==> src/rtl/ras_pkg.sv <==
// Shared constants, action field layout and helpers for the speculative RAS pipeline.
package ras_pkg;

  localparam int unsigned DEF_DEPTH      = 16;
  localparam int unsigned DEF_FIFO_DEPTH = 16;
  localparam int unsigned DEF_WIDTH      = 32;
  localparam int unsigned DEF_ADDR_WIDTH = 10;

  // Packed action layout, MSB to LSB: {data, addr, pop, push}
  localparam int unsigned ACT_PUSH_BIT = 0;
  localparam int unsigned ACT_POP_BIT  = 1;
  localparam int unsigned ACT_ADDR_LSB = 2;

  typedef enum logic [1:0] {
    ACT_NOP      = 2'b00,
    ACT_PUSH     = 2'b01,
    ACT_POP      = 2'b10,
    ACT_POP_PUSH = 2'b11
  } act_kind_e;

  function automatic int unsigned act_width(input int unsigned data_w,
                                            input int unsigned addr_w);
    return data_w + addr_w + 2;
  endfunction

  function automatic int unsigned act_data_lsb(input int unsigned addr_w);
    return addr_w + ACT_ADDR_LSB;
  endfunction

  function automatic logic kind_has_push(input act_kind_e kind);
    return (kind == ACT_PUSH) || (kind == ACT_POP_PUSH);
  endfunction

  function automatic logic kind_has_pop(input act_kind_e kind);
    return (kind == ACT_POP) || (kind == ACT_POP_PUSH);
  endfunction

endpackage

==> src/rtl/ras_bram.sv <==
// Simple dual-port RAM, one write and one registered read port, write-first on collision.
module ras_bram #(
  parameter int unsigned DEPTH = 16,
  parameter int unsigned WIDTH = 32
) (
  input  logic                     clk_i,
  input  logic                     we_i,
  input  logic [$clog2(DEPTH)-1:0] waddr_i,
  input  logic [WIDTH-1:0]         wdata_i,
  input  logic [$clog2(DEPTH)-1:0] raddr_i,
  output logic [WIDTH-1:0]         rdata_o
);

  logic [WIDTH-1:0] mem_q [DEPTH];
  logic [WIDTH-1:0] rdata_q;

  // Contents are deliberately never reset so they survive squash and reset.
  always_ff @(posedge clk_i) begin
    if (we_i) begin
      mem_q[waddr_i] <= wdata_i;
    end
    if (we_i && (waddr_i == raddr_i)) begin
      rdata_q <= wdata_i;
    end else begin
      rdata_q <= mem_q[raddr_i];
    end
  end

  assign rdata_o = rdata_q;

endmodule

==> src/rtl/ras_fifo_cnt.sv <==
// Show-ahead FIFO with occupancy count and synchronous clear; empty head reads as zero.
module ras_fifo_cnt #(
  parameter int unsigned DEPTH = 16,
  parameter int unsigned W     = 44
) (
  input  logic                       clk_i,
  input  logic                       reset_i,
  input  logic                       clear_i,
  input  logic                       wr_en_i,
  input  logic [W-1:0]               wr_data_i,
  input  logic                       rd_en_i,
  output logic [W-1:0]               rd_data_o,
  output logic                       full_o,
  output logic                       empty_o,
  output logic [$clog2(DEPTH+1)-1:0] count_o
);

  localparam int unsigned PW = $clog2(DEPTH);
  localparam int unsigned CW = $clog2(DEPTH + 1);

  logic [W-1:0]  mem_q [DEPTH];
  logic [PW-1:0] wr_ptr_q, wr_ptr_d;
  logic [PW-1:0] rd_ptr_q, rd_ptr_d;
  logic [CW-1:0] count_q, count_d;
  logic          do_wr, do_rd, clr;

  assign clr   = reset_i | clear_i;
  assign do_wr = wr_en_i & ~full_o & ~clr;
  assign do_rd = rd_en_i & ~empty_o & ~clr;

  always_comb begin
    wr_ptr_d = wr_ptr_q;
    rd_ptr_d = rd_ptr_q;
    count_d  = count_q;
    if (clr) begin
      wr_ptr_d = '0;
      rd_ptr_d = '0;
      count_d  = '0;
    end else begin
      if (do_wr) begin
        wr_ptr_d = wr_ptr_q + PW'(1);
      end
      if (do_rd) begin
        rd_ptr_d = rd_ptr_q + PW'(1);
      end
      count_d = count_q + CW'(do_wr) - CW'(do_rd);
    end
  end

  always_ff @(posedge clk_i) begin
    wr_ptr_q <= wr_ptr_d;
    rd_ptr_q <= rd_ptr_d;
    count_q  <= count_d;
  end

  always_ff @(posedge clk_i) begin
    if (do_wr) begin
      mem_q[wr_ptr_q] <= wr_data_i;
    end
  end

  assign full_o    = (count_q == CW'(DEPTH));
  assign empty_o   = (count_q == '0);
  assign count_o   = count_q;
  assign rd_data_o = empty_o ? '0 : mem_q[rd_ptr_q];

endmodule

==> src/rtl/ras_spec_stage.sv <==
// Speculative RAS successor stage: pending-action queue, scratchpad, visible/masked push counters.
module ras_spec_stage
  import ras_pkg::*;
#(
  parameter int unsigned DEPTH      = DEF_DEPTH,
  parameter int unsigned FIFO_DEPTH = DEF_FIFO_DEPTH,
  parameter int unsigned WIDTH      = DEF_WIDTH,
  parameter int unsigned ADDR_WIDTH = DEF_ADDR_WIDTH
) (
  input  logic                               clk,
  input  logic                               reset,
  input  logic                               trigger,
  input  logic                               pop_i,
  input  logic                               push_i,
  input  logic [WIDTH-1:0]                   data_i,
  input  logic [ADDR_WIDTH-1:0]              addr_i,
  output logic                               ready,
  input  logic                               commit,
  input  logic                               flush,
  output logic                               valid_o,
  output logic                               pop_o,
  output logic                               push_o,
  output logic [WIDTH-1:0]                   data_o,
  output logic [ADDR_WIDTH-1:0]              addr_o,
  input  logic [ADDR_WIDTH-1:0]              addr,
  output logic [WIDTH-1:0]                   dout,
  output logic [ADDR_WIDTH-1:0]              base_addr,
  output logic                               valid,
  output logic [$clog2(FIFO_DEPTH+1)-1:0]    occupancy
);

  localparam int unsigned ADDR = $clog2(DEPTH);
  localparam int unsigned CW   = $clog2(FIFO_DEPTH + 1);
  localparam int unsigned AW   = act_width(WIDTH, ADDR_WIDTH);
  localparam int unsigned DLSB = act_data_lsb(ADDR_WIDTH);

  logic                  clr, acc, cm;
  act_kind_e             in_kind;
  logic                  push_acc, pop_vis, cm_push;
  logic [AW-1:0]         act_wr, act_head;
  logic                  fifo_full, fifo_empty;
  logic [CW-1:0]         fifo_cnt;
  logic [CW-1:0]         v_q, v_d;
  logic [CW-1:0]         m_q, m_d;
  logic [ADDR_WIDTH-1:0] base_q, base_d;

  // Ready comes from the registered count, so a commit this cycle cannot free a slot early.
  assign clr     = reset | flush;
  assign ready   = ~fifo_full;
  assign acc     = trigger & ready & ~clr;
  assign cm      = commit & valid_o & ~clr;
  assign in_kind = act_kind_e'({pop_i, push_i});
  assign act_wr  = {data_i, addr_i, pop_i, push_i};

  ras_fifo_cnt #(
    .DEPTH (FIFO_DEPTH),
    .W     (AW)
  ) u_fifo (
    .clk_i     (clk),
    .reset_i   (reset),
    .clear_i   (flush),
    .wr_en_i   (acc),
    .wr_data_i (act_wr),
    .rd_en_i   (cm),
    .rd_data_o (act_head),
    .full_o    (fifo_full),
    .empty_o   (fifo_empty),
    .count_o   (fifo_cnt)
  );

  assign valid_o   = ~fifo_empty;
  assign occupancy = fifo_cnt;
  assign push_o    = act_head[ACT_PUSH_BIT];
  assign pop_o     = act_head[ACT_POP_BIT];
  assign addr_o    = act_head[DLSB-1:ACT_ADDR_LSB];
  assign data_o    = act_head[AW-1:DLSB];

  ras_bram #(
    .DEPTH (DEPTH),
    .WIDTH (WIDTH)
  ) u_scratch (
    .clk_i   (clk),
    .we_i    (push_acc),
    .waddr_i (addr_i[ADDR-1:0]),
    .wdata_i (data_i),
    .raddr_i (addr[ADDR-1:0]),
    .rdata_o (dout)
  );

  // A pop only masks a push when one is visible; the pop of a pop+push sees the old V.
  always_comb begin
    push_acc = acc & kind_has_push(in_kind);
    pop_vis  = acc & kind_has_pop(in_kind) & (v_q != '0);
    cm_push  = cm & push_o;
    v_d      = v_q;
    m_d      = m_q;
    if (clr) begin
      v_d = '0;
      m_d = '0;
    end else begin
      v_d = v_q + CW'(push_acc) - CW'(pop_vis) - CW'(cm_push & (m_q == '0));
      m_d = m_q + CW'(pop_vis) - CW'(cm_push & (m_q != '0));
    end
  end

  always_comb begin
    base_d = base_q;
    if (clr) begin
      base_d = addr;
    end else if (acc) begin
      base_d = addr_i;
    end
  end

  always_ff @(posedge clk) begin
    v_q    <= v_d;
    m_q    <= m_d;
    base_q <= base_d;
  end

  assign valid     = (v_q != '0);
  assign base_addr = base_q;

endmodule

==> config.mk <==
export PLATFORM = sky130hd
export DESIGN_NAME = ras_spec_stage
export DESIGN_NICKNAME = d
export VERILOG_FILES = /design/src/rtl/ras_pkg.sv /design/src/rtl/ras_bram.sv /design/src/rtl/ras_fifo_cnt.sv /design/src/rtl/ras_spec_stage.sv
export SDC_FILE = /design/constraint.sdc
export NUM_CORES = 1
export LEC_CHECK = 0
export ABC_CLOCK_PERIOD_IN_PS = 6250
export BUFFER_PORTS_ARGS = -buffer_cell sky130_fd_sc_hd__buf_2
export CORE_UTILIZATION = 45
export CTS_BUF_LIST = sky130_fd_sc_hd__clkbuf_16
export CTS_CLUSTER_SIZE = 10
export DETAILED_ROUTE_END_ITERATION = 8
export HOLD_SLACK_MARGIN = 0.1
export MAX_ROUTING_LAYER = met4
export SLEW_MARGIN = 40
export SYNTH_ARGS = -nofsm -noshare
export SYNTH_HDL_FRONTEND = slang
export SYNTH_SLANG_ARGS = --single-unit
==> constraint.sdc <==
create_clock -name clk -period 6.25 [get_ports clk]
set_input_delay 1.25 -clock clk [delete_from_list [all_inputs] [get_ports clk]]
set_output_delay 1.25 -clock clk [all_outputs]
set_load 0.05 [all_outputs]
Word level (Yosys, flattened, before mapping) --
Memory sizes are Yosys's and may differ from the RTL's. A register that Yosys moved wholly into a read port is not among the register bits. Cells that the tools add are included.
Cells by class: add/sub/neg operators 9, $mul 0, div/mod/pow operators 0, $lt $le $gt $ge 0, eq/ne operators 4, shift operators 0, mux-type cells 9, bitwise operators 18, reductions and logical operators 7
Operators by type and width (count):
- two-way mux 44 bit | 1
- two-way mux 10 bit | 2
- subtractor 5 x 1 -> 5 bit | 4
- adder 5 x 1 -> 5 bit | 3
- bitwise AND 1 bit | 14
- logical NOT 5 bit | 2
- nonzero test 5 bit | 2
- adder 4 x 1 -> 4 bit (second input constant) | 2
- two-way mux 4 bit | 2
- == test 5 bit (second input constant) | 1
- == test 2 bit (second input constant) | 2
- two-way mux 1 bit | 4
- NOT 1 bit | 3
- == test 2 x 1 -> 1 bit (second input constant) | 1
- logical OR 1 bit | 2
- nonzero test 2 bit | 1
- bitwise OR 1 bit | 1
Storage, ports and cells: flip-flop bits (word level) 33, bits in latches 0, RAM bits 1216, ROM bits 0, input bits 59, output and inout port bits 94, word-level logic and storage cells 55, memories 2
Memory list:
- u_fifo.mem_q | depth 16, bits a word 44, rd ports 1, clocked after memory_dff 1, write ports 1, RTL line ras_fifo_cnt.sv:21 | logic [W-1:0] mem_q [DEPTH];
- u_scratch.mem_q | depth 16, bits a word 32, rd ports 1, clocked after memory_dff 1, write ports 1, RTL line ras_bram.sv:14 | logic [WIDTH-1:0] mem_q [DEPTH];

Logic depth before layout (Yosys ltp) --
depth after elaboration 8, mapped depth 15, gate-level depth less buffers 15

Cells and area by module --
From an unflattened synthesis, not the netlist that was laid out.
Second synthesis, totals: cell total of the unflattened synthesis 2110, area, all modules 47998.5 µm²
Modules (own cells, without submodules):
- ras_fifo_cnt | times used 1, cells each 1194, area an instance 27496.4 µm², sequential area each 21480.6 µm²
- ras_bram | times used 1, cells each 810, area an instance 19293.5 µm², sequential area each 15454.8 µm²
- ras_spec_stage | times used 1, cells each 106, area an instance 1208.7 µm², sequential area each 500.5 µm²

Worst setup path after synthesis --
Ideal clock, no wire load.
path type input to register, from input flush, to memory u_fifo.mem_q[0][0] (enable), library setup time 0.500 ns, arrival time 5.116 ns, required time 5.750 ns, path slack 0.634 ns, stages 5, buffers on the path 1, cells stage by stage or2_2 -> clkbuf_1 -> nor3_2 -> nand2_1 -> nor3_1
Between the ends: longest elaborated chain between the ends 7
Ends and longest elaborated chain:
- start: declaration | RTL line ras_spec_stage.sv:19 | input logic flush,
- bitwise OR 1 bit * | RTL line ras_fifo_cnt.sv:27, ras_spec_stage.sv:48
- NOT 1 bit * | RTL line ras_fifo_cnt.sv:28, ras_spec_stage.sv:50
- bitwise AND 1 bit | RTL line ras_spec_stage.sv:50 | assign acc = trigger & ready & ~clr;
- bitwise AND 1 bit | RTL line ras_fifo_cnt.sv:28 | assign do_wr = wr_en_i & ~full_o & ~clr;
- bitwise AND 1 bit * | RTL line ras_fifo_cnt.sv:28
- via u_fifo.do_wr | RTL line ras_fifo_cnt.sv:25 | logic do_wr, do_rd, clr;
- two-way mux 1 bit * | RTL line ras_fifo_cnt.sv:57 | if (do_wr) begin
- two-way mux 1 bit (implied by the code) * | RTL line ras_fifo_cnt.sv:58 | mem_q[wr_ptr_q] <= wr_data_i;
- end: declaration | RTL line ras_fifo_cnt.sv:21
The timed path passes the listed nets; every way through them passes the cells marked *.

==> flow_summary.ini <==
[status]
status = finished, violations left
violations = design-rule violations

[sta]
max_freq_ghz = 0.215
finalSetupTns_ps = 0
setup_viol = 0
fin_crit_sh = 0.744
maxSlewViolCount = 0
skew_ps = 28.1
worst_slew_pin_slew_ps = 848
rsz0062_at_grt = false
hold_viol = 0
slew_headroom = 0.435
whs_ps = 497
period_minus_slack_ps = 4650

[placed_design]
port_buffers = 152
dpl_cell_area_sq_mm = 0.0508
finalWeightedCongestion = 0.793
hpwl_um = 62900

[clock_tree]
cts.sinks = 1257
cts_made_buffers = 146
cts_hold_buf = 0
post_cts_buffers = 0
clock_path_buffers = 3
tritoncts = done
clk_pin_slew_worst_paths_ps = 50
h-tree-depth = 4
cts_root_buf = clkbuf_16
clk_latency_ps = 750
cts_resized = 0

[routing]
vias_per_cell = 5.86
wirelength_um = 109000
drc = 4
vias = 22400
drt_iter0_drc = 2269
drt_first_pass_iters = 7
wl_per_cell_um = 28.5
ant_nets = 0

[final_layout]
layout-drive-gt1-share = 0.308
final_common_cell = edfxtp_1
final-seq-area_sq_mm = 0.0375
fin_nets = 2471
post-route-util = 0.522
syn_to_final_growth_pct = 15.1
most-common-layout-cells = 1,226 x edfxtp_1, 302 x mux4_2, 152 x buf_2, 148 x clkbuf_16, 144 x a22oi_1
fillCellCount = 8126
fin_area_sq_mm = 0.0549
multi_input_area_sq_mm = 0.00983

[die]
die_w_um = 328
std_cell_rows = 119
die_area_sq_mm = 0.107
initial_core_util = 0.454
die_h_um = 328
io_pins = 153
coreArea_sq_mm = 0.105

[logic_synthesis]
synthCells = 2126
yosys-top-cells-area = edfxtp_1 77%, mux4_2 14%, a22oi_1 2.3%
synth_top_area_frac = 0.772
yosys_warnings = 0
ys_seq_area_frac = 0.785
synth-main-ff-cell = edfxtp_1
synth_nets = 2212
synth_edf_count = 1226
synthArstFlopShare = 0
syn_area_sq_mm = 0.0477
avgSynthCellArea_sq_um = 22.4
yosysTopAreaCell = edfxtp_1
ys_seq_elements = 1257
synth_cell_types = 46

[power_and_ir_drop]
power_per_cell_area_mw_per_mm2 = 318
p_sw_frac = 0.213
p_leak_nw = 17.5
pwr-share-comb = 0.042
internal-power_w = 0.0138
seq_power_share = 0.533
clockPowerShare = 0.426
p_sw_w = 0.00372
fin_total_pwr_w = 0.0175
ir_worst_vdd_mv = 0.258

[worst_setup_path]
cp.required_ps = 5000
critical_path.max_fanout = 35
crit_path_start_kind = flop
path_class = reg2out
endpoint_kind = output pin
cp.arrival_ps = 3400

[grt]
gr-total-overflow = 0
track_usage = 0.215
grt_pass1_vias = 24000
grt_antenna_before_repair = 8
grt_max_degree = 62
grt_pass1_wl_um = 162000

[worst_hold_path]
min_path_type = reg2reg

[run]
cap_violations = 0
==> area by class of cell <==
cell class	count	area share
timing repair buffer	221	0.0302
multi-input combinational	731	0.179
sequential	1257	0.682
clock inverter	45	0.00713
antenna	5	0.000228
inverter	28	0.00191
tap	1391	0.0317
clock buffer	148	0.0675
==> power by group through the flow <==
stage	Clock, W	Combinational [W]	Sequential, W
after floorplan	0	0.000404	0.00949
after global routing	0.00791	0.000773	0.00931
after detailed placement	0	0.000738	0.00948
after CTS	0.00760	0.000739	0.00931
after global placement	0	0.000721	0.00948
final	0.00744	0.000726	0.00931
==> per-layer routing <==
layer	GRT usage	vias to the layer above	part of all wire
met5	-	-	0
met4	0.0580	0	0.021
met3	0.0554	170	0.076
met2	0.334	774	0.49
met1	0.282	12100	0.41
li1	-	9424	-
==> worst max-delay path, stage by stage (launching register included) <==
cell and delay [ps]:
dfxtp_4 580, buf_12 290, buf_4 560, mux4_2 410, a22oi_1 310, nand2_1 190, buf_2 260
==> kinds of logic after synthesis <==
family | share of synthesized area
muxes | 0.143
and+or+nand+nor | 0.0206
xor gates and xnor gates | 0.00257
DFF | 0.785
AOI/OAI and AO/OA | 0.0265
adders and majority gates | 0.00771
buffers and inverters | 0.0145
==> through the flow <==
stage	setup WS (ps)	std cells
detailed placement	1750	3627
global placement	1790	3611
CTS	1550	3820
floorplan	634	2126
finish	1600	3826
global route	1420	3825
==> synth_stat cells (2+ instances only) <==
cell	instances
a21o_1	2
a21oi_1	9
a22oi_1	144
a22oi_2	6
and2_1	6
and3_1	2
and3_4	2
buf_1	2
buf_2	44
buf_4	7
buf_6	8
buf_8	3
clkbuf_1	46
dfxtp_1	31
edfxtp_1	1226
fa_1	4
ha_1	23
inv_1	27
mux2_2	3
mux4_2	302
nand2_1	118
nand2b_1	6
nand3_1	7
nand3b_1	2
nor2_1	47
nor2b_1	3
nor3_1	10
nor3_2	3
o21ai_0	3
or3_1	2
xnor2_1	7
xor2_1	7
==> flip-flops by register name (all words and copies together), names as in the netlist, named ones only <==
signal and flops:
m_q 5, u_fifo.rd_ptr_q 4, base_addr 10, u_fifo.count_o 5
u_fifo.mem_q 704, u_fifo.wr_ptr_q 4, v_q 5, u_scratch.mem_q 512
==> path summary, 6_finish.rpt <==
check,startpoint,end,slack [ps],depth (start not counted)
worst max-delay path,flop,data_o[17],1600,6
worst min-delay path,u_fifo.rd_ptr_q[1],flop,500,2
worst max register to register,flop,v_q[3],2490,13
worst min register to register,u_fifo.rd_ptr_q[1],flop,500,2
No activity file was read; power rests on OpenSTA's default activity.
